--- config.mk ---
export PLATFORM = sky130hd
export DESIGN_NAME = concat_packer
export DESIGN_NICKNAME = d
export VERILOG_FILES = /design/src/rtl/concat_packer.sv
export SDC_FILE = /design/constraint.sdc
export NUM_CORES = 1
export LEC_CHECK = 0
export CORE_MARGIN = 5
export CORE_UTILIZATION = 47
export DETAILED_ROUTE_END_ITERATION = 7
export HOLD_SLACK_MARGIN = 0.03
export PLACE_DENSITY = 0.76
export SLEW_MARGIN = 10
export SYNTH_ARGS = -nofsm -noshare
export SYNTH_HDL_FRONTEND = slang
export SYNTH_SLANG_ARGS = --single-unit
--- constraint.sdc ---
create_clock -name clk_i -period 1.7 [get_ports clk_i]
set_input_delay 0.255 -clock clk_i [delete_from_list [all_inputs] [get_ports clk_i]]
set_output_delay 0.255 -clock clk_i [all_outputs]
set_load 0.02 [all_outputs]
--- src/rtl/concat_packer.sv ---
// Packs NUM IN_W-bit chunks into one word; out_valid follows the final-chunk accept by 1 cycle.
// Only the final chunk stalls on a busy output slot. CONCAT_PACKER_FLUSH_EN adds padded partial flush.
module concat_packer #(
   parameter int IN_W = 4,
   parameter int NUM  = 2
) (
   input  logic                     clk_i,
   input  logic                     rst_n_i,
   input  logic [IN_W-1:0]          in_data_i,
   input  logic                     in_valid_i,
   output logic                     in_ready_o,
   input  logic                     msb_first_i,
`ifdef CONCAT_PACKER_FLUSH_EN
   input  logic                     flush_i,
   input  logic                     pad_bit_i,
`endif
   output logic [IN_W*NUM-1:0]      out_data_o,
   output logic                     out_valid_o,
   input  logic                     out_ready_i,
   output logic [$clog2(NUM+1)-1:0] fill_cnt_o
);
   localparam int OUT_W = IN_W * NUM;
   localparam int CW    = $clog2(NUM + 1);

   logic [OUT_W-1:0] acc_q, acc_d, out_data_q, out_data_d, merged;
   logic [CW-1:0]    fill_q, fill_d;
   logic             msb_q, msb_d, out_vld_q, out_vld_d;
   logic             slot_free, last, accept, msb_eff;

   assign slot_free   = !out_vld_q || out_ready_i;
   assign last        = (fill_q == CW'(NUM - 1));
   assign in_ready_o  = !last || slot_free;
   assign accept      = in_valid_i && in_ready_o;
   // Order is taken live on slot 0 so the first chunk needs no extra cycle.
   assign msb_eff     = (fill_q == '0) ? msb_first_i : msb_q;
   assign out_data_o  = out_data_q;
   assign out_valid_o = out_vld_q;
   assign fill_cnt_o  = fill_q;

   // Unfilled slots of acc are always zero, so the chunk can be dropped in place.
   always_comb begin
      merged = acc_q;
      for (int k = 0; k < NUM; k++) begin
         if (accept && fill_q == CW'(k)) begin
            if (msb_eff) merged[(NUM-1-k)*IN_W +: IN_W] = in_data_i;
            else         merged[k*IN_W +: IN_W]         = in_data_i;
         end
      end
   end

`ifdef CONCAT_PACKER_FLUSH_EN
   logic [OUT_W-1:0] padded;
   logic [CW-1:0]    filled;
   logic             do_flush;

   assign filled   = accept ? fill_q + CW'(1) : fill_q;
   assign do_flush = flush_i && slot_free && (fill_q != '0 || accept);

   always_comb begin
      padded = merged;
      for (int k = 0; k < NUM; k++) begin
         if (CW'(k) >= filled) begin
            if (msb_eff) padded[(NUM-1-k)*IN_W +: IN_W] = {IN_W{pad_bit_i}};
            else         padded[k*IN_W +: IN_W]         = {IN_W{pad_bit_i}};
         end
      end
   end
`endif

   always_comb begin
      acc_d      = acc_q;
      fill_d     = fill_q;
      msb_d      = msb_q;
      out_data_d = out_data_q;
      out_vld_d  = out_vld_q;
      if (out_vld_q && out_ready_i) out_vld_d = 1'b0;
      if (accept) begin
         if (fill_q == '0) msb_d = msb_first_i;
         acc_d  = merged;
         fill_d = fill_q + CW'(1);
      end
      if (accept && last) begin
         out_data_d = merged;
         out_vld_d  = 1'b1;
         acc_d      = '0;
         fill_d     = '0;
      end
`ifdef CONCAT_PACKER_FLUSH_EN
      else if (do_flush) begin
         out_data_d = padded;
         out_vld_d  = 1'b1;
         acc_d      = '0;
         fill_d     = '0;
      end
`endif
   end

   always_ff @(posedge clk_i) begin
      if (!rst_n_i) begin
         acc_q      <= '0;
         fill_q     <= '0;
         msb_q      <= 1'b0;
         out_data_q <= '0;
         out_vld_q  <= 1'b0;
      end else begin
         acc_q      <= acc_d;
         fill_q     <= fill_d;
         msb_q      <= msb_d;
         out_data_q <= out_data_d;
         out_vld_q  <= out_vld_d;
      end
   end
endmodule

==> reports/summary.txt <==
FMAX - 0.6046 GHz
combinational power share - 28.0%
clk_lat worst skew - 0.29 ns
cell taking the most area after synthesis - dfxtp_1
Worst Clk Skew - 0.004711 ns
Mapped Cells - 87
Final Wtd Congestion - 0.7258
final setup fails - 0
DRT Pass-1 Iters - 2
Worst Path Arrival - 1.83 ns
I/O pin count - 21
share of cells above drive strength 1 - 23.48%
syn_area_per_cell - 9.966 um2
Synth Register Bits - 20
die height - 52.95 um
gr ovfl total - 0
yosys warns - 0
endpoint type of the worst setup path - flip-flop
largest net degree at the start of global routing - 17
initial DRC count - 4
WS Path Type - flip-flop to flip-flop
initial antenna violation count - 0
crit path setup slack, layout - 0.04610 ns
hold bufs inserted after CTS - 0
Post-Syn Nets - 98
peak supply drop - 604.1 uV
CTS Buffer Depth - 2
unrepaired setup endpoints after global routing - true
# DRC - 0
CP Launch Type - flip-flop
placed instance area - 1152 um2
vias in the first global route - 671
worst slew pin tran - 0.3292 ns
Tot Pwr - 1.021 mW
final critical-path required period - 1.654 ns
final clock period utilization by the worst path - 97.29%
Fin. Hold Viols - 0
Area contributors post-synth - dfxtp_1 46%, mux2i_1 15%, o211a_1 4.6%
Finished Cell Area - 1207 um2
CTS tree - done
Post-Syn Area - 867.1 um2
Yosys top cell area share - 46.18%
root buffer cell - clkbuf_4
row count - 15
Pint - 735.4 uW
LEAKAGE - 0.5195 nW
gr usage total - 13.74%
core area - 1745 um2
Hold Crit Class - flip-flop to flip-flop
Seq/Total Area, Yosys - 46.18%
Psw - 286.0 uW
antenna-violating nets left - 0
hpwl dp - 1339 um
fin. max-slew vios - 0
die outline area - 2804 um2
Worst-path clk slew - 0.10 ns
run status - completed
I/O Buffers - 20
Vias per Instance - 4.914
pwr dens - 846.0 nW/um2
switching share of total power - 28.00%
antenna diode count - 0
area delta synth->final - 39.25%
H-Tree Depth - 1
clock sinks - 20
DR vias - 688
starting density of the core - 49.68%
Final #Nets - 128
Die X - 52.95 um
sequential share of power - 51.4%
clock share of power - 20.6%
first-pass GRT wire length - 2780 um
wirelength, routed - 1768 um
max_slew headroom - 78.00%
Num CTS Buffers - 3
wire per inst - 12.63 um
crit path max fanout - 4
CP required - 1.88 ns
Setup WS pre-CTS - -0.1745 ns
maxcap violations - 0
distinct cell type count after synthesis - 25
per-stage QoR:
stage / util [%] / hold slack, ns / instances / setup TNS [ns]
2_1_floorplan: - / 0.4021 / 87 / 0
3_3_place_gp: 66.02 / 0.4786 / 136 / -0.6642
3_5_place_dp: 66.02 / 0.4863 / 136 / -1.083
4_1_cts: 67.74 / 0.5118 / 139 / 0
5_1_grt: 69.18 / 0.5330 / 140 / -0.1647
6_report: 69.18 / 0.5068 / 140 / 0
final timing paths:
kind	start	endpoint	slack (ns)	cells after the start
worst min-delay path	acc_q[6]	acc_q[6]	0.51	2
worst max-delay path	fill_cnt_o[1]	acc_q[0]	0.05	8
worst max register to register	fill_cnt_o[1]	acc_q[0]	0.05	8
worst min register to register	acc_q[6]	acc_q[6]	0.51	2
cells in the final DEF, fill, tap and decap left out:
cell | synthesis | final
dfxtp_1 | 20 | 20
clkdlybuf4s50_1 | 0 | 19
nor2_1 | 9 | 9
mux2i_1 | 13 | 9
nand2_1 | 7 | 7
buf_4 | 0 | 7
o21ai_0 | 4 | 4
a21oi_2 | 4 | 4
o211a_1 | 4 | 4
inv_1 | 3 | 3
nand2b_1 | 3 | 3
mux2i_2 | 0 | 3
nand3_1 | 3 | 3
clkbuf_4 | 0 | 3
and3b_4 | 1 | 1
and3_1 | 1 | 1
o21ai_2 | 1 | 1
inv_2 | 1 | 1
a211oi_4 | 1 | 1
mux2i_4 | 0 | 1
xnor2_1 | 1 | 1
o211ai_1 | 1 | 1
nor2_2 | 1 | 1
a21oi_1 | 1 | 1
nor2b_1 | 1 | 1
a21boi_0 | 1 | 1
ha_2 | 0 | 1
ha_1 | 2 | 1
buf_2 | 1 | 1
buf_12 | 0 | 1
buf_6 | 0 | 1
logic make-up after synthesis:
logic type / Yosys count / share of synthesized area, %
AOI/OAI and AO/OA: 17 / 16.59
xor gates and xnor gates: 1 / 1.010
adders and majority gates: 2 / 2.886
buffers and inverters: 8 / 3.895
DFF: 20 / 46.18
muxes: 13 / 15.01
and+or+nand+nor: 26 / 14.43
timing repair:
| action | in CTS | in global routing |
|---|---|---|
| setup endpoints to repair | 3 | 9 |
| buffers inserted | 0 | 1 |
| pin swaps | 1 | 1 |
| resized for setup | 5 | 6 |
cell usage after synthesis:
master and instances:
a21oi_2 4, o21ai_0 4, nand2b_1 3, buf_2 1
and3_1 1, clkbuf_1 1, nand2_1 7, o21ai_2 1
inv_1 3, and3b_4 1, dfxtp_1 20, o211a_1 4
nor2_2 1, a211oi_4 1, inv_2 1, a21boi_0 1
xnor2_1 1, a21oi_1 1, mux2i_1 13, o211ai_1 1
clkbuf_2 2, nor2b_1 1, nand3_1 3, ha_1 2
nor2_1 9
critical path, stage by stage (launching register included):
cell,delay (ns)
dfxtp_1,0.32
inv_1,0.07
ha_1,0.18
buf_4,0.13
o21ai_2,0.06
a211oi_4,0.24
buf_6,0.17
mux2i_2,0.28
nor2_1,0.09
metal layers:
layer	global-route usage (%)	routed length, um
met1	15.34	808
met2	24.38	894
met3	3.944	58
met4	5.106	7
met5	0	0
area by class of cell:
class,count,area [um2]
Fill cell,147,538.0
Sequential cell,20,400.4
Tap cell,25,31.28
Multi-Input combinational cell,59,459.2
Clock buffer,3,22.52
Timing Repair Buffer,29,279.0
Inverter,4,15.01
sequential cells by signal (all words and copies together) (netlist names):
register     cells
acc_q            8
out_data_o       8
fill_cnt_o       2
msb_q            1
out_valid_o      1
power groups by stage:
stage	clock [mW]	sequential, mW	combinational (mW)
CTS	0.221	0.524	0.269
global route	0.239	0.529	0.309
detailed placement	0	0.535	0.264
finish	0.211	0.525	0.286
global placement	0	0.533	0.260
floorplan	0	0.559	0.130
Power figures use the tool's default switching activity.
